### src/rtl/uart_cmd_responder.sv
// UART command responder: assembles two received bytes into a 16-bit command
// and independently serialises a response byte back to the initiator.
module uart_cmd_responder #(
  parameter int unsigned BAUD_DIV = 2604,
  parameter int unsigned TIMEOUT  = 1_000_000
) (
  input  logic        clk,
  input  logic        rst_n,
  input  logic        RX,
  output logic        TX,
  output logic [15:0] cmd,
  output logic        cmd_rdy,
  input  logic        clr_cmd_rdy,
  input  logic [7:0]  resp,
  input  logic        trmt,
  output logic        tx_done
);

  localparam int unsigned BW = $clog2(BAUD_DIV + 1);
  localparam int unsigned TW = $clog2(TIMEOUT + 1);
  localparam logic [BW-1:0] BAUD_HALF = BW'(BAUD_DIV / 2);
  localparam logic [BW-1:0] BAUD_LAST = BW'(BAUD_DIV - 1);
  localparam logic [TW-1:0] TMO_LAST  = TW'(TIMEOUT - 1);

  typedef enum logic {RX_IDLE, RX_RECV} rx_state_t;
  typedef enum logic {WAIT_HIGH, WAIT_LOW} asm_state_t;
  typedef enum logic {TX_IDLE, TX_SEND} tx_state_t;

  logic       rx_meta, rx_sync, rx_prev, rx_fall;
  logic [1:0] rx_fill;

  // rx_prev only tracks the line once the synchronizer holds real samples, so
  // a line already low at reset release is not mistaken for a start bit.
  always_ff @(posedge clk or negedge rst_n) begin
    if (!rst_n) begin
      rx_meta <= 1'b1;
      rx_sync <= 1'b1;
      rx_prev <= 1'b0;
      rx_fill <= '0;
    end else begin
      rx_meta <= RX;
      rx_sync <= rx_meta;
      if (rx_fill != 2'd2) rx_fill <= rx_fill + 2'd1;
      rx_prev <= (rx_fill == 2'd2) ? rx_sync : 1'b0;
    end
  end

  assign rx_fall = rx_prev & ~rx_sync;

  rx_state_t     rx_state;
  logic [BW-1:0] rx_baud;
  logic [3:0]    rx_bit;
  logic [7:0]    rx_shift;
  logic          rx_sample, byte_stb;

  assign rx_sample = (rx_state == RX_RECV) && (rx_baud == '0);
  assign byte_stb  = rx_sample && (rx_bit == 4'd9) && rx_sync;

  always_ff @(posedge clk or negedge rst_n) begin
    if (!rst_n) begin
      rx_state <= RX_IDLE;
      rx_baud  <= '0;
      rx_bit   <= '0;
      rx_shift <= '0;
    end else begin
      case (rx_state)
        RX_IDLE: begin
          if (rx_fall) begin
            rx_state <= RX_RECV;
            rx_baud  <= BAUD_HALF;
            rx_bit   <= '0;
          end
        end
        RX_RECV: begin
          if (rx_baud != '0) begin
            rx_baud <= rx_baud - BW'(1);
          end else begin
            rx_baud <= BAUD_LAST;
            rx_bit  <= rx_bit + 4'd1;
            if (rx_bit == 4'd0) begin
              if (rx_sync) rx_state <= RX_IDLE;
            end else if (rx_bit == 4'd9) begin
              rx_state <= RX_IDLE;
            end else begin
              rx_shift <= {rx_sync, rx_shift[7:1]};
            end
          end
        end
        default: rx_state <= RX_IDLE;
      endcase
    end
  end

  asm_state_t    asm_state;
  logic [7:0]    hi_byte;
  logic [TW-1:0] tmo_cnt;

  // Byte strobe acts on the stop-sample edge itself, so cmd/cmd_rdy appear
  // the cycle after the stop bit is sampled; a set overrides clr_cmd_rdy.
  always_ff @(posedge clk or negedge rst_n) begin
    if (!rst_n) begin
      asm_state <= WAIT_HIGH;
      hi_byte   <= '0;
      tmo_cnt   <= '0;
      cmd       <= '0;
      cmd_rdy   <= 1'b0;
    end else begin
      if (clr_cmd_rdy) cmd_rdy <= 1'b0;
      case (asm_state)
        WAIT_HIGH: begin
          if (byte_stb) begin
            hi_byte   <= rx_shift;
            cmd_rdy   <= 1'b0;
            tmo_cnt   <= '0;
            asm_state <= WAIT_LOW;
          end
        end
        WAIT_LOW: begin
          if (byte_stb) begin
            cmd       <= {hi_byte, rx_shift};
            cmd_rdy   <= 1'b1;
            asm_state <= WAIT_HIGH;
          end else if (tmo_cnt == TMO_LAST) begin
            tmo_cnt   <= '0;
            asm_state <= WAIT_HIGH;
          end else begin
            tmo_cnt <= tmo_cnt + TW'(1);
          end
        end
        default: asm_state <= WAIT_HIGH;
      endcase
    end
  end

  tx_state_t     tx_state;
  logic [9:0]    tx_shift;
  logic [BW-1:0] tx_baud;
  logic [3:0]    tx_bit;

  always_ff @(posedge clk or negedge rst_n) begin
    if (!rst_n) begin
      tx_state <= TX_IDLE;
      tx_shift <= '1;
      tx_baud  <= '0;
      tx_bit   <= '0;
      tx_done  <= 1'b0;
    end else begin
      case (tx_state)
        TX_IDLE: begin
          if (trmt) begin
            tx_shift <= {1'b1, resp, 1'b0};
            tx_done  <= 1'b0;
            tx_baud  <= BAUD_LAST;
            tx_bit   <= '0;
            tx_state <= TX_SEND;
          end
        end
        TX_SEND: begin
          if (tx_baud != '0) begin
            tx_baud <= tx_baud - BW'(1);
          end else if (tx_bit == 4'd9) begin
            tx_shift <= '1;
            tx_done  <= 1'b1;
            tx_state <= TX_IDLE;
          end else begin
            tx_shift <= {1'b1, tx_shift[9:1]};
            tx_bit   <= tx_bit + 4'd1;
            tx_baud  <= BAUD_LAST;
          end
        end
        default: tx_state <= TX_IDLE;
      endcase
    end
  end

  assign TX = tx_shift[0];

endmodule
### config.mk
export PLATFORM = sky130hd
export DESIGN_NAME = uart_cmd_responder
export DESIGN_NICKNAME = d
export VERILOG_FILES = /design/src/rtl/uart_cmd_responder.sv
export SDC_FILE = /design/constraint.sdc
export NUM_CORES = 1
export LEC_CHECK = 0
export ABC_AREA = 1
export CAP_MARGIN = 15
export CORE_MARGIN = 5
export CORE_UTILIZATION = 60
export CTS_BUF_LIST = sky130_fd_sc_hd__clkbuf_8
export CTS_CLUSTER_SIZE = 20
export DETAILED_ROUTE_END_ITERATION = 8
export GPL_ROUTABILITY_DRIVEN = 0
export PLACE_DENSITY = 0.8
export SETUP_SLACK_MARGIN = 0.4
export SLEW_MARGIN = 20
export SYNTH_ARGS = -nofsm -noshare
export SYNTH_HDL_FRONTEND = slang
export SYNTH_SLANG_ARGS = --single-unit
### constraint.sdc
create_clock -name clk -period 4.1 [get_ports clk]
set_input_delay 0.82 -clock clk [delete_from_list [all_inputs] [get_ports clk]]
set_output_delay 0.82 -clock clk [all_outputs]
set_load 0.02 [all_outputs]
---- Word level (Yosys, flattened, before mapping) ----
Cells that the tools add are included.
storage, ports and cells
  word-level logic and storage cells ...... 107
  bits of input ports ..................... 13
  output and inout bits ................... 19
  bits in registers ....................... 104
operators by class
  add/subtract/negate cells ............... 6
  equality and inequality tests ........... 14
  mux-type cells .......................... 45
  reduce and logical (&&, ||, !) cells .... 16
  bitwise logic cells ..................... 8
operators by type and width
  operator               count
  $mux 12                5
  $mux 20                3
  $pmux 12 s2            2
  $pmux 20 s2            1
  $reduce_bool 12->1     2
  $sub 12x1->12 const B  2
  $add 20x1->20 const B  1
  $eq 20x20->1 const B   1
  $mux 10                2
  $mux 4                 5
  $pmux 10 s2            1
  $mux 1                 18
  $ne 2x2->1 const B     8
  $pmux 4 s2             2
  $logic_not 12->1       1
  $reduce_and 2->1       6
  $pmux 1 s2             5
  $mux 9                 1
  $add 4x1->4 const B    2
  $eq 4x4->1 const B     2
  $not 1->1              7
  $reduce_and 3->1       2
  $logic_not 4->1        1
  $reduce_and 4->1       1
  6 further kinds        8

---- Logic depth before layout (Yosys ltp) ----
  depth after elaboration ................. 6
  mapped depth ............................ 16
  mapped depth without buffers ............ 16

---- Least setup slack after synthesis ----
OpenSTA, ideal clock, no wires.
  path kind ............................... register to register
  from .................................... register rx_baud[0]
  to ...................................... register cmd[4]
  cell stages (with the launch flop) ...... 11
  library setup time ...................... 0.125 ns
  data arrival time ....................... 2.198 ns
  path slack .............................. 1.778 ns
  required time ........................... 3.975 ns
  period minus slack after synthesis ...... 2.322 ns
  path buffers ............................ 2
  path through ............................ dfrtp_1 > inv_1 > ha_1 > nand4_1 > nor3_1 > nand3_1 > inv_1 > ha_1 > clkbuf_1 > clkbuf_1 > mux2_2
between the ends
  longest elaborated chain between the ends .. 5
RTL lines
  element                          RTL line  text
  start: declaration               51        logic [BW-1:0] rx_baud;
  start signal: assignment         76        rx_baud <= rx_baud - BW'(1);
  $logic_not 12->1                 56        assign rx_sample = (rx_state == RX_RECV) && (rx_baud == '0);
  $logic_and 1x1->1                56
  $logic_and 1x1->1 (2 in series)  57        assign byte_stb = rx_sample && (rx_bit == 4'd9) && rx_sync;
  $reduce_and 2->1 (no line)       -
  end signal: assignment           120       cmd <= {hi_byte, rx_shift};
  end: declaration                 11        output logic [15:0] cmd,
No other way between the ends.
A chain may end at the register's enable or synchronous reset.

---- Final worst setup path ----
  from .................................... register rx_baud[0]
  to ...................................... register tmo_cnt[16]
between the ends
  longest elaborated chain between the ends .. 6
  elaborated cells between the ends (all ways) .. 7
  those cells by class .................... eq/ne: 2; reduce/logical: 5
RTL lines
  element                              RTL line  text
  $logic_not 12->1 (*)                 56
  $logic_and 1x1->1 (*)                56
  $logic_and 1x1->1 (*) (2 in series)  57
  $ne 2x2->1 (no line)                 -
  $reduce_and 2->1 (no line) (*)       -
  end signal: assignment               127       tmo_cnt <= tmo_cnt + TW'(1);
  end: declaration                     96        logic [TW-1:0] tmo_cnt;
Mark *: on every way between the ends. The rest lies on a longest branch, timed or not.

==> results.toml <==
[global_routing]
busiest_layer = "met2"
antenna_found_initial = 0
grtUsageTotal_pct = 19.66
grt_pass1_wl_um = 18310
grt_max_degree = 91
grt_use_met1_pct = 26.62
gr-total-overflow = 0
grt_pass1_vias = 4103
use_met2_pct = 33.11
grt_use_met3_pct = 4.407

[sta]
fin_skew_ps = 6.857
fin_crit_ps = 2942
fin_ws_ps = 1158
slew_headroom_pct = 47.39
slew_viol_final = 0
rsz0062_at_grt = "no"
setup_viol = 0
fmax_ghz = 0.3399
worst_pin_slew_ps = 789.1
period_share_pct = 71.75
final_hold_viol_count = 0
setup_tns_ps = 0

[drt]
wl_per_cell_um = 13.49
avgViaCountPerCell = 5.430
dr.pass1.iters = 5
vias = 4192
drt_iter0_markers = 192
drc = 0
routed_wirelength_um = 10410
drtAntennaViolNets = 0

[setup_path]
critPathKind = "reg2reg"
cp_max_fo = 11
crit_required_ps = 4400
end_kind = "flop"
reg2reg_slack_ps = 1160
cp-start-kind = "flop"
cp.arrival_ps = 3250

[placement]
placedInstanceArea_um2 = 5665
dp.cells = 756
dpl_worst_slack_ps = 1216
hpwl_um = 7212
io_buffers = 31

[layout]
drive_gt1_share_pct = 11.75
num_antenna_cells = 0
fin_cells = 772
fin_nets = 685
fin_area_um2 = 5882
syn_to_final_growth_pct = 11.29

[floorplanning]
core-area_um2 = 8636
dieArea_um2 = 10790
boundaryPins = 32
die_width_um = 103.9
die_y_um = 103.9
start_util_pct = 61.20
rows = 34

[power_and_ir_drop]
powerDensity_nw_per_um2 = 439.2
power_leakage_nw = 2.798
ir_drop_mv = 0.2516

[synth]
synth_cells = 629
ys_warn_count = 0
async_reset_ff_share_pct = 100.0
synth_top_area_cell = "dfrtp_1"
ys_ff_latch = 103
synthFlopType = "dfrtp_1"
synth_top_area_share_pct = 43.56
syn_avg_cell_area_um2 = 8.402
synth_nets = 655
synth_area_leaders = "dfrtp_1, nand2_1, nor2_1"
synth_enable_flop_cells = 0
synth_cell_types = 40
syn_area_um2 = 5285
yosysSeqAreaShare_pct = 49.03

[cts]
cts_buffers = 9
cts_tree = "built"
cts.path.max_buffers = 2
cts.sinks = 103
root_buffer = "clkbuf_8"
cts_resized = 0
cts_hold_buf = 0
postCtsSetupBuffers = 0
worstSkewPairLatency_ps = 370
clk_pin_slew_worst_paths_ps = 100
htree_num_levels = 3

[status]
outcome = "complete, no violations"

[run]
drv_cap = 0

[worst_hold_path]
min-delay-path-class = "reg2reg"
-- worst paths after layout --
kind | startpoint | end | cells after the start
min in group asynchronous | rst_n | tx_baud[9] | 1
min | rx_meta | rx_sync | 0
max | rx_baud[0] | tmo_cnt[16] | 16
min reg2reg | rx_meta | rx_sync | 0
max reg2reg | rx_baud[0] | tmo_cnt[16] | 16
max in group asynchronous | rst_n | cmd[0] | 2
-- metrics by stage --
step	util [%]	power, W	hold WS, ps
finish	68.11	0.002583	363.4
global route	68.11	0.002739	366.3
CTS	68.07	0.002594	364.1
detailed placement	65.60	0.001908	349.0
global placement	65.60	0.001874	348.5
floorplan	-	0.001754	345.2
-- report_power, final --
group | switching (W) | internal [W] | leakage (nW)
Clock | 0.000385 | 0.000298 | 0.106
Sequential | 0.000136 | 0.00116 | 1.33
Combinational | 0.000377 | 0.000228 | 1.36
Total | 0.000898 | 0.00169 | 2.80
-- synth_stat cells (all sizes together) (6+ instances only) --
library cell	count
clkbuf	8
o21ai	48
nand2	158
dfrtp	92
o22ai	11
nor3	8
xor2	18
buf	6
a21oi	14
inv	72
nand3	40
dfstp	11
nor2	85
mux2	8
nand4	22
ha	13
-- cell usage in the layout (no fill, tap or decap), types with 2 or more instances in the layout --
master	count
nor3_1	6
ha_1	13
buf_4	2
mux2_2	8
a21oi_1	14
dfstp_2	11
clkdlybuf4s50_1	30
nand3b_1	3
o21ai_1	3
o22ai_1	11
nor2_1	78
inv_2	2
nand2_1	150
clkbuf_8	9
xor2_1	18
nand2_4	2
nand4_1	22
inv_8	3
dfrtp_1	92
xnor2_1	3
nand2_2	6
nand3_1	38
inv_1	69
a22oi_1	2
nor2_4	2
o21ai_2	17
o21ai_0	28
nor2_2	5
-- metal layers --
metal | up-vias | routed length [um]
met2 | 96 | 5100
met4 | 0 | 70
met1 | 1999 | 4751
met3 | 8 | 490
met5 | - | 0
li1 | 2089 | -
-- worst max-delay path, stage by stage (launching register included) --
cell	delay (ps)
dfrtp_1	370
inv_1	130
ha_1	210
nand4_1	100
nor3_1	280
nand3_1	180
inv_1	120
ha_1	310
inv_1	270
nand2_1	90
nor2_1	90
nand2_1	60
nor2_1	250
nand3_1	160
nor2_1	110
nor2_1	50
nor2_1	90
-- registers in the layout (all words and copies together) (netlist names), 4 cells and up --
signal / count
rx_shift: 8
cmd: 16
rx_baud: 12
tx_baud: 12
hi_byte: 8
tmo_cnt: 20
tx_bit: 4
tx_shift: 9
rx_bit: 4
-- logic make-up (layout without fill, tap and decap cells) --
family | count (synthesis) | count (layout) | synth area share (%)
XOR/XNOR | 21 | 21 | 3.480
AO/OA/AOI/OAI | 78 | 78 | 9.091
adder cells (fa/ha/maj) | 13 | 13 | 3.078
buffers and inverters | 87 | 122 | 6.700
AND/OR/NAND/NOR | 319 | 319 | 26.92
multiplexers | 8 | 8 | 1.705
flip-flops | 103 | 103 | 49.03
-- final cells by class --
class | count | area, um2
clock inverters | 7 | 88.84
clock buffers | 9 | 123.9
flip-flops and latches | 103 | 2591
inverters | 73 | 276.5
well taps | 108 | 135.1
multi-input cells | 439 | 2340
fillers | 710 | 2754
repair buffers | 33 | 326.6
No activity file was read; power rests on OpenSTA's default activity.
